## src/rtl/dual_stack_arbiter_if.sv

```systemverilog
// Command/response and stack-side signal bundle for dual_stack_arbiter.
// slave  : the arbiter's view (takes commands, drives stack strobes)
// master : the environment's view (requesters plus the dual stack)
interface dual_stack_arbiter_if #(
   parameter int DATA_W = 8
);
   logic              r0_valid;
   logic              r0_ready;
   logic [1:0]        r0_op;
   logic              r0_sel;
   logic [DATA_W-1:0] r0_data;
   logic              r0_rsp_valid;
   logic [DATA_W-1:0] r0_rsp_data;
   logic              r0_rsp_err;

   logic              r1_valid;
   logic              r1_ready;
   logic [1:0]        r1_op;
   logic              r1_sel;
   logic [DATA_W-1:0] r1_data;
   logic              r1_rsp_valid;
   logic [DATA_W-1:0] r1_rsp_data;
   logic              r1_rsp_err;

   logic              stk_select;
   logic              stk_push;
   logic              stk_pop;
   logic [DATA_W-1:0] stk_data_in;
   logic [DATA_W-1:0] stk_data_out;
   logic              s1_empty;
   logic              s1_full;
   logic              s2_empty;
   logic              s2_full;

   logic              busy;

   modport slave (
      input  r0_valid, r0_op, r0_sel, r0_data,
      output r0_ready, r0_rsp_valid, r0_rsp_data, r0_rsp_err,
      input  r1_valid, r1_op, r1_sel, r1_data,
      output r1_ready, r1_rsp_valid, r1_rsp_data, r1_rsp_err,
      output stk_select, stk_push, stk_pop, stk_data_in,
      input  stk_data_out, s1_empty, s1_full, s2_empty, s2_full,
      output busy
   );

   modport master (
      output r0_valid, r0_op, r0_sel, r0_data,
      input  r0_ready, r0_rsp_valid, r0_rsp_data, r0_rsp_err,
      output r1_valid, r1_op, r1_sel, r1_data,
      input  r1_ready, r1_rsp_valid, r1_rsp_data, r1_rsp_err,
      input  stk_select, stk_push, stk_pop, stk_data_in,
      output stk_data_out, s1_empty, s1_full, s2_empty, s2_full,
      input  busy
   );
endinterface

```

## src/rtl/dual_stack_arbiter.sv

```systemverilog
// Two-requester arbiter in front of a shared dual stack.
// Optional MOVE command (op 11) enabled by defining DUAL_STACK_ARBITER_MOVE_EN;
// without it op 11 is rejected with an error response.
//
// state  | meaning
// IDLE   | waiting for a command, grant issued combinationally
// EXEC   | flags checked, push/pop strobe (pop side of MOVE), data captured
// EXEC2  | push side of MOVE onto the other stack (MOVE build only)
// RESP   | one-cycle response to the granted requester
module dual_stack_arbiter #(
   parameter int DATA_W = 8,
   parameter int FAIR   = 1
) (
   input logic                clk,
   input logic                rst,
   dual_stack_arbiter_if.slave bus
);

   typedef enum logic [1:0] {
      ST_IDLE  = 2'd0,
      ST_EXEC  = 2'd1,
      ST_RESP  = 2'd2
`ifdef DUAL_STACK_ARBITER_MOVE_EN
      ,ST_EXEC2 = 2'd3
`endif
   } state_t;

   localparam logic [1:0] OP_PEEK = 2'b00;
   localparam logic [1:0] OP_PUSH = 2'b01;
   localparam logic [1:0] OP_POP  = 2'b10;

   state_t            r_state;
   state_t            w_next;
   logic              r_last_grant;
   logic [1:0]        r_op;
   logic              r_sel;
   logic [DATA_W-1:0] r_data;
   logic              r_id;
   logic              r_err;
   logic [DATA_W-1:0] r_rsp_data;

   logic              w_gnt_valid;
   logic              w_gnt_id;
   logic              w_accept;
   logic              w_err;
   logic              w_cap;
   logic              w_src_empty;
   logic              w_src_full;
`ifdef DUAL_STACK_ARBITER_MOVE_EN
   logic              w_dst_full;
`endif

   // Grant selection: sole requester wins, ties go round-robin or to R0.
   always_comb begin
      w_gnt_valid = bus.r0_valid | bus.r1_valid;
      if (bus.r0_valid && bus.r1_valid)
         w_gnt_id = (FAIR != 0) ? ~r_last_grant : 1'b0;
      else
         w_gnt_id = bus.r1_valid;
      w_accept = (r_state == ST_IDLE) && w_gnt_valid && !rst;
   end

   // Status flags of the stack named by the latched command.
   always_comb begin
      w_src_empty = r_sel ? bus.s2_empty : bus.s1_empty;
      w_src_full  = r_sel ? bus.s2_full  : bus.s1_full;
`ifdef DUAL_STACK_ARBITER_MOVE_EN
      w_dst_full  = r_sel ? bus.s1_full  : bus.s2_full;
`endif
   end

   // Next state, handshake, stack strobes and response outputs.
   always_comb begin
      w_next           = r_state;
      w_err            = 1'b0;
      w_cap            = 1'b0;
      bus.r0_ready     = w_accept && !w_gnt_id;
      bus.r1_ready     = w_accept &&  w_gnt_id;
      bus.stk_select   = 1'b0;
      bus.stk_push     = 1'b0;
      bus.stk_pop      = 1'b0;
      bus.stk_data_in  = '0;
      bus.r0_rsp_valid = 1'b0;
      bus.r0_rsp_data  = '0;
      bus.r0_rsp_err   = 1'b0;
      bus.r1_rsp_valid = 1'b0;
      bus.r1_rsp_data  = '0;
      bus.r1_rsp_err   = 1'b0;
      bus.busy         = (r_state != ST_IDLE);
      case (r_state)
         ST_IDLE: begin
            if (w_accept) w_next = ST_EXEC;
         end
         ST_EXEC: begin
            bus.stk_select = r_sel;
            w_next         = ST_RESP;
            case (r_op)
               OP_PEEK: begin
                  w_err = w_src_empty;
                  w_cap = !w_src_empty;
               end
               OP_PUSH: begin
                  w_err           = w_src_full;
                  bus.stk_push    = !w_src_full;
                  bus.stk_data_in = w_src_full ? '0 : r_data;
               end
               OP_POP: begin
                  w_err       = w_src_empty;
                  w_cap       = !w_src_empty;
                  bus.stk_pop = !w_src_empty;
               end
               default: begin
`ifdef DUAL_STACK_ARBITER_MOVE_EN
                  // Both ends are checked up front so a failed move touches neither stack.
                  w_err       = w_src_empty | w_dst_full;
                  w_cap       = !w_err;
                  bus.stk_pop = !w_err;
                  if (!w_err) w_next = ST_EXEC2;
`else
                  w_err = 1'b1;
`endif
               end
            endcase
         end
`ifdef DUAL_STACK_ARBITER_MOVE_EN
         ST_EXEC2: begin
            bus.stk_select  = ~r_sel;
            bus.stk_push    = 1'b1;
            bus.stk_data_in = r_rsp_data;
            w_next          = ST_RESP;
         end
`endif
         ST_RESP: begin
            if (r_id) begin
               bus.r1_rsp_valid = 1'b1;
               bus.r1_rsp_data  = r_rsp_data;
               bus.r1_rsp_err   = r_err;
            end else begin
               bus.r0_rsp_valid = 1'b1;
               bus.r0_rsp_data  = r_rsp_data;
               bus.r0_rsp_err   = r_err;
            end
            w_next = ST_IDLE;
         end
         default: w_next = ST_IDLE;
      endcase
   end

   // State register, command latch and response capture.
   always_ff @(posedge clk or posedge rst) begin
      if (rst) begin
         r_state      <= ST_IDLE;
         r_last_grant <= 1'b1;
         r_op         <= 2'b00;
         r_sel        <= 1'b0;
         r_data       <= '0;
         r_id         <= 1'b0;
         r_err        <= 1'b0;
         r_rsp_data   <= '0;
      end else begin
         r_state <= w_next;
         if (w_accept) begin
            r_last_grant <= w_gnt_id;
            r_id         <= w_gnt_id;
            r_op         <= w_gnt_id ? bus.r1_op   : bus.r0_op;
            r_sel        <= w_gnt_id ? bus.r1_sel  : bus.r0_sel;
            r_data       <= w_gnt_id ? bus.r1_data : bus.r0_data;
         end
         if (r_state == ST_EXEC) begin
            r_err      <= w_err;
            r_rsp_data <= w_cap ? bus.stk_data_out : '0;
         end
      end
   end

endmodule
```

## src/flat_wrapper.sv

```systemverilog
// flat-port wrapper written by rule: the top's interface ports become plain ports
module dual_stack_arbiter_flat 
#(
   parameter int DATA_W = 8,
   parameter int FAIR   = 1
)
  (clk, rst, bus_r0_valid, bus_r0_op, bus_r0_sel, bus_r0_data, bus_r0_ready, bus_r0_rsp_valid, bus_r0_rsp_data, bus_r0_rsp_err, bus_r1_valid, bus_r1_op, bus_r1_sel, bus_r1_data, bus_r1_ready, bus_r1_rsp_valid, bus_r1_rsp_data, bus_r1_rsp_err, bus_stk_select, bus_stk_push, bus_stk_pop, bus_stk_data_in, bus_stk_data_out, bus_s1_empty, bus_s1_full, bus_s2_empty, bus_s2_full, bus_busy);
  dual_stack_arbiter_if #(.DATA_W(DATA_W)) bus_i ();
  input logic clk;
  input logic rst;
  input wire logic [$bits(bus_i.r0_valid)-1:0] bus_r0_valid;
  input wire logic [$bits(bus_i.r0_op)-1:0] bus_r0_op;
  input wire logic [$bits(bus_i.r0_sel)-1:0] bus_r0_sel;
  input wire logic [$bits(bus_i.r0_data)-1:0] bus_r0_data;
  output wire logic [$bits(bus_i.r0_ready)-1:0] bus_r0_ready;
  output wire logic [$bits(bus_i.r0_rsp_valid)-1:0] bus_r0_rsp_valid;
  output wire logic [$bits(bus_i.r0_rsp_data)-1:0] bus_r0_rsp_data;
  output wire logic [$bits(bus_i.r0_rsp_err)-1:0] bus_r0_rsp_err;
  input wire logic [$bits(bus_i.r1_valid)-1:0] bus_r1_valid;
  input wire logic [$bits(bus_i.r1_op)-1:0] bus_r1_op;
  input wire logic [$bits(bus_i.r1_sel)-1:0] bus_r1_sel;
  input wire logic [$bits(bus_i.r1_data)-1:0] bus_r1_data;
  output wire logic [$bits(bus_i.r1_ready)-1:0] bus_r1_ready;
  output wire logic [$bits(bus_i.r1_rsp_valid)-1:0] bus_r1_rsp_valid;
  output wire logic [$bits(bus_i.r1_rsp_data)-1:0] bus_r1_rsp_data;
  output wire logic [$bits(bus_i.r1_rsp_err)-1:0] bus_r1_rsp_err;
  output wire logic [$bits(bus_i.stk_select)-1:0] bus_stk_select;
  output wire logic [$bits(bus_i.stk_push)-1:0] bus_stk_push;
  output wire logic [$bits(bus_i.stk_pop)-1:0] bus_stk_pop;
  output wire logic [$bits(bus_i.stk_data_in)-1:0] bus_stk_data_in;
  input wire logic [$bits(bus_i.stk_data_out)-1:0] bus_stk_data_out;
  input wire logic [$bits(bus_i.s1_empty)-1:0] bus_s1_empty;
  input wire logic [$bits(bus_i.s1_full)-1:0] bus_s1_full;
  input wire logic [$bits(bus_i.s2_empty)-1:0] bus_s2_empty;
  input wire logic [$bits(bus_i.s2_full)-1:0] bus_s2_full;
  output wire logic [$bits(bus_i.busy)-1:0] bus_busy;
  assign bus_i.r0_valid = bus_r0_valid;
  assign bus_i.r0_op = bus_r0_op;
  assign bus_i.r0_sel = bus_r0_sel;
  assign bus_i.r0_data = bus_r0_data;
  assign bus_r0_ready = bus_i.r0_ready;
  assign bus_r0_rsp_valid = bus_i.r0_rsp_valid;
  assign bus_r0_rsp_data = bus_i.r0_rsp_data;
  assign bus_r0_rsp_err = bus_i.r0_rsp_err;
  assign bus_i.r1_valid = bus_r1_valid;
  assign bus_i.r1_op = bus_r1_op;
  assign bus_i.r1_sel = bus_r1_sel;
  assign bus_i.r1_data = bus_r1_data;
  assign bus_r1_ready = bus_i.r1_ready;
  assign bus_r1_rsp_valid = bus_i.r1_rsp_valid;
  assign bus_r1_rsp_data = bus_i.r1_rsp_data;
  assign bus_r1_rsp_err = bus_i.r1_rsp_err;
  assign bus_stk_select = bus_i.stk_select;
  assign bus_stk_push = bus_i.stk_push;
  assign bus_stk_pop = bus_i.stk_pop;
  assign bus_stk_data_in = bus_i.stk_data_in;
  assign bus_i.stk_data_out = bus_stk_data_out;
  assign bus_i.s1_empty = bus_s1_empty;
  assign bus_i.s1_full = bus_s1_full;
  assign bus_i.s2_empty = bus_s2_empty;
  assign bus_i.s2_full = bus_s2_full;
  assign bus_busy = bus_i.busy;
  dual_stack_arbiter #(.DATA_W(DATA_W), .FAIR(FAIR)) u_core (.clk(clk), .rst(rst), .bus(bus_i));
endmodule
```

## config.mk

```make
export PLATFORM = sky130hd
export DESIGN_NAME = dual_stack_arbiter_flat
export DESIGN_NICKNAME = d
export VERILOG_FILES = /design/src/rtl/dual_stack_arbiter_if.sv /design/src/rtl/dual_stack_arbiter.sv /design/src/flat_wrapper.sv
export SDC_FILE = /design/constraint.sdc
export NUM_CORES = 1
export LEC_CHECK = 0
export BUFFER_PORTS_ARGS = -buffer_cell sky130_fd_sc_hd__buf_2
export CORE_ASPECT_RATIO = 0.8
export CORE_MARGIN = 2
export CORE_UTILIZATION = 47
export CTS_CLUSTER_DIAMETER = 80
export DETAILED_ROUTE_END_ITERATION = 16
export HOLD_SLACK_MARGIN = 0.12
export PLACE_DENSITY_LB_ADDON = 0.25
export SYNTH_ARGS = -nofsm -noshare
export SYNTH_HDL_FRONTEND = slang
export SYNTH_SLANG_ARGS = --single-unit
export TNS_END_PERCENT = 5
```

## constraint.sdc

```tcl
create_clock -name clk -period 3.4 [get_ports clk]
set_input_delay 0.85 -clock clk [delete_from_list [all_inputs] [get_ports clk]]
set_output_delay 0.85 -clock clk [all_outputs]
set_load 0.03 [all_outputs]
```

==> results of run 1 <==
-- per-layer routing --
layer / track usage, % / up-vias
met3: 5.29 / 2
met1: 26.4 / 577
met4: 2.22 / 0
li1: - / 576
met5: 0 / -
met2: 37.8 / 43
-- cells by family (layout without fill, tap and decap cells) --
family,Yosys count,count (layout),share of synthesized area (%)
buffers and inverters,12,82,4.73
muxes,1,1,0.870
DFF,24,24,46.5
AOI/OAI and AO/OA,24,24,20.2
and+or+nand+nor,61,61,27.7
-- registers in the layout, indices dropped and copies added (netlist names) --
| signal | flops |
|---|---|
| u_core.r_op | 2 |
| u_core.r_state | 2 |
| u_core.r_sel | 1 |
| u_core.r_last_grant | 1 |
| u_core.r_err | 1 |
| u_core.r_data | 8 |
| u_core.r_rsp_data | 8 |
| u_core.r_id | 1 |
-- stage by stage --
| step | hold WS [ns] | total power [mW] | instances |
|---|---|---|---|
| 6_report | 0.524 | 0.869 | 228 |
| 5_1_grt | 0.544 | 0.913 | 228 |
| 4_1_cts | 0.525 | 0.876 | 228 |
| 3_5_place_dp | 0.490 | 0.671 | 224 |
| 3_3_place_gp | 0.480 | 0.660 | 224 |
| 2_1_floorplan | 0.466 | 0.592 | 122 |
-- final cells by class --
class,instances,area share [%]
clock buffers,3,1.31
clock inverters,1,1.74
inverters,4,0.871
multi-input cells,86,36.6
flip-flops and latches,24,34.9
well taps,36,2.61
repair buffers,74,21.9
-- where the power goes --
| group | total, mW | internal, mW | switching [mW] | leakage (nW) |
|---|---|---|---|---|
| clock | 0.205 | 0.119 | 0.0860 | 0.0279 |
| combinational | 0.243 | 0.115 | 0.128 | 0.615 |
| sequential | 0.422 | 0.363 | 0.0591 | 0.302 |
-- critical path: stages (launching register included) --
cell and delay, ns:
dfrtp_1 0.43, nand2b_1 0.42, nor4b_4 0.61, and2_1 0.21, buf_2 0.19
-- cell usage in the layout (no fill, tap or decap) --
master     netlist  layout
a211oi_4         1       1
nor3b_1          2       2
buf_4            0       3
bufinv_16        0       1
and2_1          28      28
a22o_1           8       8
nor2b_1          2       2
clkbuf_4         0       3
or2_2            1       1
dfstp_2          1       1
a21o_1           2       2
a221o_1         11      11
mux2_2           1       1
nor2_1           1       1
nor4b_4          1       1
dfrtp_1         23      23
or3_1            1       1
nand2b_1         1       1
inv_1            4       4
nand2_1         11      11
nor3_1          12      12
a2111oi_4        1       1
o21bai_4         1       1
and3b_1          1       1
buf_2            1      71
-- final timing paths --
check | from | endpoint | slack [ns] | cells past startpoint
setup / recovery | u_core.r_state[1] | bus_stk_data_in[5] | 0.37 | 4
hold / removal | u_core.r_id | u_core.r_id | 0.52 | 1
setup reg to reg | u_core.r_state[0] | u_core.r_data[1] | 1.55 | 3
hold reg to reg | u_core.r_id | u_core.r_id | 0.52 | 1
max in group asynchronous | rst | u_core.r_rsp_data[7] | 2.14 | 2
min in group asynchronous | rst | u_core.r_err | 0.72 | 2
==> results.py, run 1 <==
metrics = {
    "status": {
        "outcome": "completed",
    },
    "logic_synthesis": {
        "yosysWarnings": 0,
        "synth_area_per_cell_um2": 10.6,
        "ys_async_sr_fraction_pct": 100,
        "synth.most_common_cell": "and2_1",
        "synth-main-ff-cell": "dfrtp_1",
        "syn_area_mm2": 0.00129,
        "synth_top_area_share_pct": 44.4,
        "synthTopCellsByCount": "and2_1 (28), dfrtp_1 (23), nor3_1 (12)",
        "yosys.area.top_type": "dfrtp_1",
        "synthCells": 122,
        "synth-edff-count": 0,
        "ys_seq_elements": 24,
        "syn_nets": 160,
        "synth.top_cells.by_area": "dfrtp_1 (44%), and2_1 (14%), a221o_1 (8.5%), a22o_1 (5.4%), nor3_1 (4.6%)",
        "yosysSeqAreaShare_pct": 46.5,
        "synth_cell_types": 25,
    },
    "clocking": {
        "clk_latency_ns": 0.31,
        "post_cts_buffers": 0,
        "cts_tree": "done",
        "cts_max_level": 1,
        "root_buffer": "clkbuf_4",
        "clk_path_buf_depth": 2,
        "cts_sinks": 24,
        "cts_hold_buf": 0,
        "cts.clk_slew.worst_paths_ns": 0.13,
        "post_cts_resize_count": 0,
        "cts_inserted_buffers": 3,
    },
    "floorplan": {
        "io-pin-count": 72,
        "die_w_um": 62.7,
        "dieArea_mm2": 0.00319,
        "die_h_um": 51.0,
        "row_count": 16,
        "initial_core_util_pct": 51.3,
        "core_area_mm2": 0.00252,
    },
    "route": {
        "dr_wl_met2_um": 1570,
        "route.met3.wl_um": 201,
        "wirelength_um": 3200,
        "final_antenna_net_count": 0,
        "via_count": 1198,
        "drc": 0,
        "vias_per_cell": 5.25,
        "post_drt_wl_per_cell_um": 14.0,
        "wl_met1_um": 1420,
        "drtIter0Drc": 60,
        "drt_pass1_iterations": 4,
        "maxUsedRoutingLayer": "met4",
    },
    "global_route": {
        "first_global_vias": 1182,
        "gr-total-overflow": 0,
        "grt_use_total_pct": 20.9,
        "antenna_found_initial": 0,
        "grt_pass1_wl_um": 5300,
        "grt_max_degree": 25,
    },
    "placement": {
        "dp_hpwl_um": 2450,
        "routabilityCongestion": 0.792,
        "post-place-ws_ns": 0.448,
        "portBuffers": 71,
        "placed_area_mm2": 0.00167,
    },
    "finish": {
        "fin_nets": 231,
        "fin_util_pct": 68.4,
        "final_cell_area_mm2": 0.00172,
        "n_antenna_cell": 0,
        "drive_above_1_share_pct": 44.3,
        "seqCellArea_um2": 602,
        "syn2layout_area_growth_pct": 33.1,
        "multi_input_area_um2": 632,
        "fillCellCount": 214,
    },
    "job": {
        "cap_violations": 0,
    },
    "sta": {
        "hold_viol": 0,
        "worst_pin_slew_ns": 0.897,
        "skew_ns": 0.00284,
        "slew_viol_final": 0,
        "setup-tns-final_ns": 0,
        "final.period_utilization_pct": 89.0,
        "slew_headroom_pct": 40.1,
        "layout_min_cycle_time_ns": 3.03,
        "setup_viol": 0,
        "fmax_mhz": 331,
        "setup_slack_ns": 0.375,
        "rsz0062_at_grt": "false",
    },
    "power": {
        "p_leak_nw": 0.945,
        "power.density_mw_per_mm2": 504,
        "ir_drop_v": 0.000302,
    },
    "worst_setup_path": {
        "crit_type": "reg -> out",
        "path_max_fanout": 11,
        "critPathArrivalTime_ns": 2.18,
        "worstPathRequired_ns": 2.55,
        "crit_path_end_kind": "output port",
        "cp-start-kind": "flip-flop",
    },
    "hold_path": {
        "hold_class": "reg -> reg",
    },
}
(Power assumes the default switching activity.)
==> run 2: changes to the inputs <==
--- a/config.mk
+++ b/config.mk
@@ -9,5 +9,5 @@
 export CORE_ASPECT_RATIO = 0.8
 export CORE_MARGIN = 2
-export CORE_UTILIZATION = 47
+export CORE_UTILIZATION = 35
 export CTS_CLUSTER_DIAMETER = 80
 export DETAILED_ROUTE_END_ITERATION = 16
==> constraint.sdc (replaced) <==
create_clock -name clk -period 3.4 [get_ports clk]
set_input_delay 0.34 -clock clk [delete_from_list [all_inputs] [get_ports clk]]
set_output_delay 0.34 -clock clk [all_outputs]
set_load 0.03 [all_outputs]
==> run 2 against run 1 <==
Total power is 3.8% higher. Sequential cell count stayed put. Clock skew grew 0.0049 ns. Sequential power barely moved. Fmax increased by 18%. Clock power is 20% higher. Via count down 3.8%. Register-to-register slack worse by 0.12 ns. Global-route usage fell by 6.5 points. Core utilization shrank 19 points. Largest power group unchanged. Highest routed layer unchanged.
==> results.py, run 2 (synthesized netlist as in run 1, its figures left out) <==
metrics = {
    "status": {
        "outcome": "completed",
    },
    "clocking": {
        "clk_path_buf_depth": 2,
        "cts_inserted_buffers": 3,
        "post_cts_buffers": 0,
        "cts_hold_buf": 0,
        "post_cts_resize_count": 0,
        "cts_tree": "done",
        "root_buffer": "clkbuf_8",
        "clk_latency_ns": 0.26,
        "cts_sinks": 24,
        "cts.clk_slew.worst_paths_ns": 0.09,
        "cts_max_level": 1,
    },
    "global_route": {
        "grt_use_total_pct": 14.4,
        "antenna_found_initial": 0,
        "gr-total-overflow": 0,
        "grt_max_degree": 25,
        "grt_pass1_wl_um": 4730,
        "first_global_vias": 1036,
    },
    "floorplan": {
        "die_w_um": 72.0,
        "die_h_um": 58.4,
        "initial_core_util_pct": 37.1,
        "row_count": 19,
        "core_area_mm2": 0.00349,
        "dieArea_mm2": 0.00421,
        "io-pin-count": 72,
    },
    "finish": {
        "syn2layout_area_growth_pct": 33.4,
        "layout_common_cells": "buf_2 (71), and2_1 (28), dfrtp_1 (23)",
        "n_antenna_cell": 0,
        "fillCellCount": 329,
        "drive_above_1_share_pct": 43.4,
        "final_cell_area_mm2": 0.00173,
        "layout_commonest_cell": "buf_2",
        "top_regs": "u_core.r_data (8), u_core.r_rsp_data (8)",
        "fin_nets": 228,
    },
    "sta": {
        "rsz0062_at_grt": "false",
        "setup_viol": 0,
        "slew_viol_final": 0,
        "fin_hold_ws_ns": 0.267,
        "slew_headroom_pct": 40.1,
        "fmax_mhz": 390,
        "layout_min_cycle_time_ns": 2.56,
        "final.period_utilization_pct": 75.3,
        "setup_slack_ns": 0.838,
        "skew_ns": 0.00776,
        "setup-tns-final_ns": 0,
        "worst_pin_slew_ns": 0.897,
        "hold_viol": 0,
    },
    "worst_setup_path": {
        "path_max_fanout": 14,
        "timing.rr.start": "u_core.r_state[0]",
        "ff2ff_setup_slack_ns": 1.43,
        "worst_r2r_endpoint": "u_core.r_data[0]",
        "crit_start": "u_core.r_state[0]",
        "worstPathRequired_ns": 3.06,
        "cp-start-kind": "flip-flop",
        "path_delay_family": "compound AO/OA/AOI/OAI gates",
        "crit_slowest_cell": "a211oi_4",
        "cp.depth": 3,
        "crit_type": "reg -> out",
        "crit_path_end": "bus_r1_ready",
        "path_buf_inv": 1,
        "crit_path_end_kind": "output port",
        "reg2reg_depth": 3,
        "critPathArrivalTime_ns": 2.22,
        "critPathMaxStageDelay_ns": 0.63,
        "cp_cell_sequence": "or3_1, a211oi_4, buf_2",
    },
    "route": {
        "vias_per_cell": 4.99,
        "wirelength_um": 3100,
        "drt_pass1_iterations": 4,
        "final_antenna_net_count": 0,
        "drc": 0,
        "post_drt_wl_per_cell_um": 13.4,
        "drtIter0Drc": 37,
        "via_count": 1152,
    },
    "placement": {
        "post-place-ws_ns": 1.13,
        "portBuffers": 71,
        "routabilityCongestion": 0.739,
        "placed_area_mm2": 0.00166,
        "dp_hpwl_um": 2400,
    },
    "power": {
        "switching_power_mw": 0.273,
        "p_leak_nw": 0.937,
        "p_int_mw": 0.630,
        "power.density_mw_per_mm2": 522,
        "combPwrFrac_pct": 26.0,
        "clockPowerShare_pct": 27.3,
        "swShare_pct": 30.2,
        "ir_drop_v": 0.000295,
        "seqPwrFrac_pct": 46.7,
    },
    "hold_path": {
        "hold_class": "in -> async",
    },
    "job": {
        "cap_violations": 0,
    },
}
[run 2: power groups by stage]
stage | clock network [mW] | registers, mW | logic [mW]
global placement | 0 | 0.424 | 0.233
CTS | 0.250 | 0.422 | 0.237
finish | 0.247 | 0.421 | 0.235
floorplan | 0 | 0.409 | 0.183
detailed placement | 0 | 0.427 | 0.237
global route | 0.259 | 0.433 | 0.255
[run 2: area by class of cell]
class / count / area, um2 / area share, %
Clock buffer: 3 / 41.3 / 2.39
Multi-Input combinational cell: 86 / 632 / 36.6
Inverter: 4 / 15.0 / 0.869
Tap cell: 42 / 52.6 / 3.04
Clock inverter: 1 / 30.0 / 1.74
Timing Repair Buffer: 71 / 355 / 20.6
Sequential cell: 24 / 602 / 34.8
[run 2: how the worst min path moves through the flow]
stage | slack [ns] | endpoint | from
2_1_floorplan | 0.35 | u_core.r_data[0] | rst
3_3_place_gp | 0.49 | u_core.r_id | u_core.r_id
3_5_place_dp | 0.49 | u_core.r_data[2] | u_core.r_data[2]
4_1_cts | 0.29 | u_core.r_rsp_data[7] | bus_stk_data_out[7]
5_1_grt | 0.28 | u_core.r_rsp_data[0] | bus_stk_data_out[0]
6_report | 0.27 | u_core.r_rsp_data[1] | rst
[run 2: per-layer routing]
| metal | part of all wire (%) | up-vias | GRT usage (%) |
|---|---|---|---|
| met1 | 47 | 547 | 19.0 |
| met3 | 4.5 | 2 | 4.28 |
| met2 | 48 | 35 | 25.0 |
| met5 | 0 | - | 0 |
| met4 | 0.26 | 0 | 0.809 |
| li1 | - | 568 | - |
[run 2: per-stage QoR]
| stage | total power, mW | cells | utilization [%] |
|---|---|---|---|
| after floorplan | 0.592 | 122 | - |
| after global placement | 0.657 | 227 | 47.4 |
| after detailed placement | 0.664 | 227 | 47.4 |
| after CTS | 0.909 | 231 | 49.4 |
| after global routing | 0.947 | 231 | 49.4 |
| final | 0.903 | 231 | 49.4 |
==> run 3: changes to the inputs <==
ABC_AREA = 1   (was not set)
clock period = 2.6 ns   (was 3.4 ns; I/O delays follow)
==> run 3 against run 2 <==
Final area rose by 7.1%. Worst hold slack got worse by 0.063 ns. Critical endpoint is now bus_r0_ready. Critical path type is now in -> out. Area after synthesis increased by 5.6%. Sequential share of layout area shrank 2.3 points.
==> results.py, run 3 <==
metrics = {
    "status": {
        "outcome": "completed",
    },
    "power": {
        "ir_drop_v": 0.000453,
        "p_int_mw": 0.802,
        "clockPowerShare_pct": 26.7,
        "swShare_pct": 34.6,
        "p_leak_nw": 1.16,
        "power_mw": 1.23,
        "power.density_mw_per_mm2": 663,
        "seqPwrFrac_pct": 43.0,
        "combPwrFrac_pct": 30.4,
        "switching_power_mw": 0.425,
    },
    "finish": {
        "syn2layout_area_growth_pct": 35.3,
        "layout_common_cells": "nand2_1 (86), buf_2 (71), nor2_1 (30)",
        "layout_commonest_cell": "nand2_1",
        "fin_cells": 335,
        "drive_above_1_share_pct": 31.4,
        "top_regs": "u_core.r_data (8), u_core.r_rsp_data (8)",
        "n_antenna_cell": 0,
        "fin_nets": 319,
    },
    "worst_setup_path": {
        "timing.rr.start": "u_core.r_last_grant",
        "crit_slowest_cell": "dlygate4sd3_1",
        "path_max_fanout": 14,
        "critPathArrivalTime_ns": 1.75,
        "critPathMaxStageDelay_ns": 0.52,
        "path_delay_family": "buffers and inverters",
        "ff2ff_setup_slack_ns": 1.10,
        "reg2reg_depth": 5,
        "cpMostUsedCell": "buf_2",
        "path_buf_inv": 4,
        "cp_cell_sequence": "dlygate4sd3_1, buf_2, inv_1, nand3_2, a21oi_1, buf_2",
        "crit_path_end_kind": "output port",
        "cp-start-kind": "input port",
        "worstPathRequired_ns": 2.34,
        "worst_r2r_endpoint": "u_core.r_id",
        "crit_type": "in -> out",
    },
    "logic_synthesis": {
        "yosys.area.top_type": "dfrtp_1",
        "synth_area_per_cell_um2": 6.54,
        "synth-edff-count": 0,
        "synthCells": 209,
        "synthTopCellsByCount": "nand2_1 (86), nor2_1 (30), inv_1 (27)",
        "ys_seq_elements": 24,
        "synth_top_area_share_pct": 42.1,
        "syn_nets": 247,
        "synth.most_common_cell": "nand2_1",
        "ys_async_sr_fraction_pct": 100,
        "yosysWarnings": 0,
        "synth.top_cells.by_area": "dfrtp_1 (42%), nand2_1 (24%), nor2_1 (8.2%), nand3_1 (8.1%), inv_1 (7.4%)",
        "syn_area_mm2": 0.00137,
        "yosysSeqAreaShare_pct": 44.0,
        "synth-main-ff-cell": "dfrtp_1",
        "synth_cell_types": 15,
    },
    "floorplan": {
        "die_w_um": 73.9,
        "die_h_um": 59.9,
        "dieArea_mm2": 0.00443,
        "core_area_mm2": 0.00378,
        "initial_core_util_pct": 36.2,
        "io-pin-count": 72,
        "row_count": 20,
    },
    "placement": {
        "dp_cells": 330,
        "routabilityCongestion": 0.831,
        "portBuffers": 71,
        "dp_hpwl_um": 2670,
    },
    "route": {
        "vias_per_cell": 4.19,
        "drtIter0Drc": 68,
        "wirelength_um": 3380,
        "final_antenna_net_count": 0,
        "drc": 0,
        "drt_pass1_iterations": 5,
        "post_drt_wl_per_cell_um": 10.1,
        "via_count": 1405,
    },
    "clocking": {
        "cts_sinks": 24,
        "clk_latency_ns": 0.27,
        "cts.clk_slew.worst_paths_ns": 0.09,
        "root_buffer": "clkbuf_8",
        "cts_tree": "done",
        "post_cts_buffers": 0,
        "cts_max_level": 1,
        "cts_inserted_buffers": 3,
        "clk_path_buf_depth": 2,
    },
    "job": {
        "cap_violations": 0,
    },
    "global_route": {
        "grt_use_total_pct": 15.9,
        "antenna_found_initial": 0,
        "grt_pass1_wl_um": 5310,
        "gr-total-overflow": 0,
        "first_global_vias": 1242,
        "grt_max_degree": 24,
    },
    "sta": {
        "layout_min_cycle_time_ns": 2.01,
        "setup_viol": 0,
        "slew_viol_final": 0,
        "fmax_mhz": 498,
        "final.period_utilization_pct": 77.3,
        "hold_viol": 0,
        "slew_headroom_pct": 68.0,
        "rsz0062_at_grt": "false",
        "worst_pin_slew_ns": 0.480,
        "skew_ns": 0.0126,
        "setup-tns-final_ns": 0,
    },
    "hold_path": {
        "hold_start": "bus_stk_data_out[3]",
        "hold_end": "u_core.r_rsp_data[3]",
        "hold_class": "in -> reg",
        "whs_path_depth": 3,
    },
}
-- run 3: layout make-up --
| class | count | area [um2] |
|---|---|---|
| clock inverters | 1 | 30.0 |
| multi-input cells | 148 | 616 |
| inverters | 30 | 113 |
| clock buffers | 3 | 41.3 |
| well taps | 55 | 68.8 |
| fillers | 427 | 1930 |
| repair buffers | 74 | 380 |
| flip-flops and latches | 24 | 602 |
-- run 3: logic make-up after synthesis --
group / Yosys count / synth area share, %
AOI/OAI and AO/OA: 1 / 0.366
buffers and inverters: 37 / 11.0
and+or+nand+nor: 147 / 44.6
DFF: 24 / 44.0
-- run 3: worst max path at each step --
stage,start,endpoint,slack [ns],cells past startpoint
final,rst,bus_r0_ready,0.59,6
after global routing,u_core.r_last_grant,bus_r1_ready,0.49,4
after CTS,rst,bus_r0_ready,0.54,6
after floorplan,rst,bus_r0_ready,0.64,4
after global placement,u_core.r_last_grant,bus_r1_ready,0.94,4
after detailed placement,bus_r0_valid,bus_r1_ready,0.90,5
-- run 3: power groups by stage --
stage                     Clock (mW)  Sequential (mW)  Combinational (mW)
final                          0.327            0.527               0.373
after global routing           0.347            0.542               0.424
after CTS                      0.334            0.528               0.378
after detailed placement           0            0.536               0.374
after global placement             0            0.535               0.371
after floorplan                    0            0.523               0.283
-- run 3: worst reg2reg max path, stage by stage (launching register included) --
cell     delay [ns]
dfstp_2        0.53
nand2_1        0.23
nand2_1        0.37
nor2_1         0.12
inv_1          0.10
nand2_1        0.05
-- run 3: through the flow --
stage	instance area [um2]	setup WS (ns)	hold WS (ns)	util, %
2_1_floorplan	1370	0.643	0.299	-
3_3_place_gp	1770	0.937	0.380	46.8
5_1_grt	1850	0.485	0.216	49.0
6_report	1850	0.591	0.204	49.0
4_1_cts	1850	0.545	0.203	49.0
3_5_place_dp	1770	0.905	0.383	46.8
-- run 3: layer usage --
layer  share of wire (%)  track usage [%]  vias to the layer above
met4                 1.1             5.19                        0
met5                   0                0                        -
met3                 5.6             4.55                        4
met2                  46             24.6                       36
met1                  47             21.5                      604
li1                    -                -                      761
-- run 3: timing repair --
item | in CTS | in global routing
endpoints found under the hold margin | 1 | 0
hold buffers | 1 | 0
resized for setup | 0 | 0
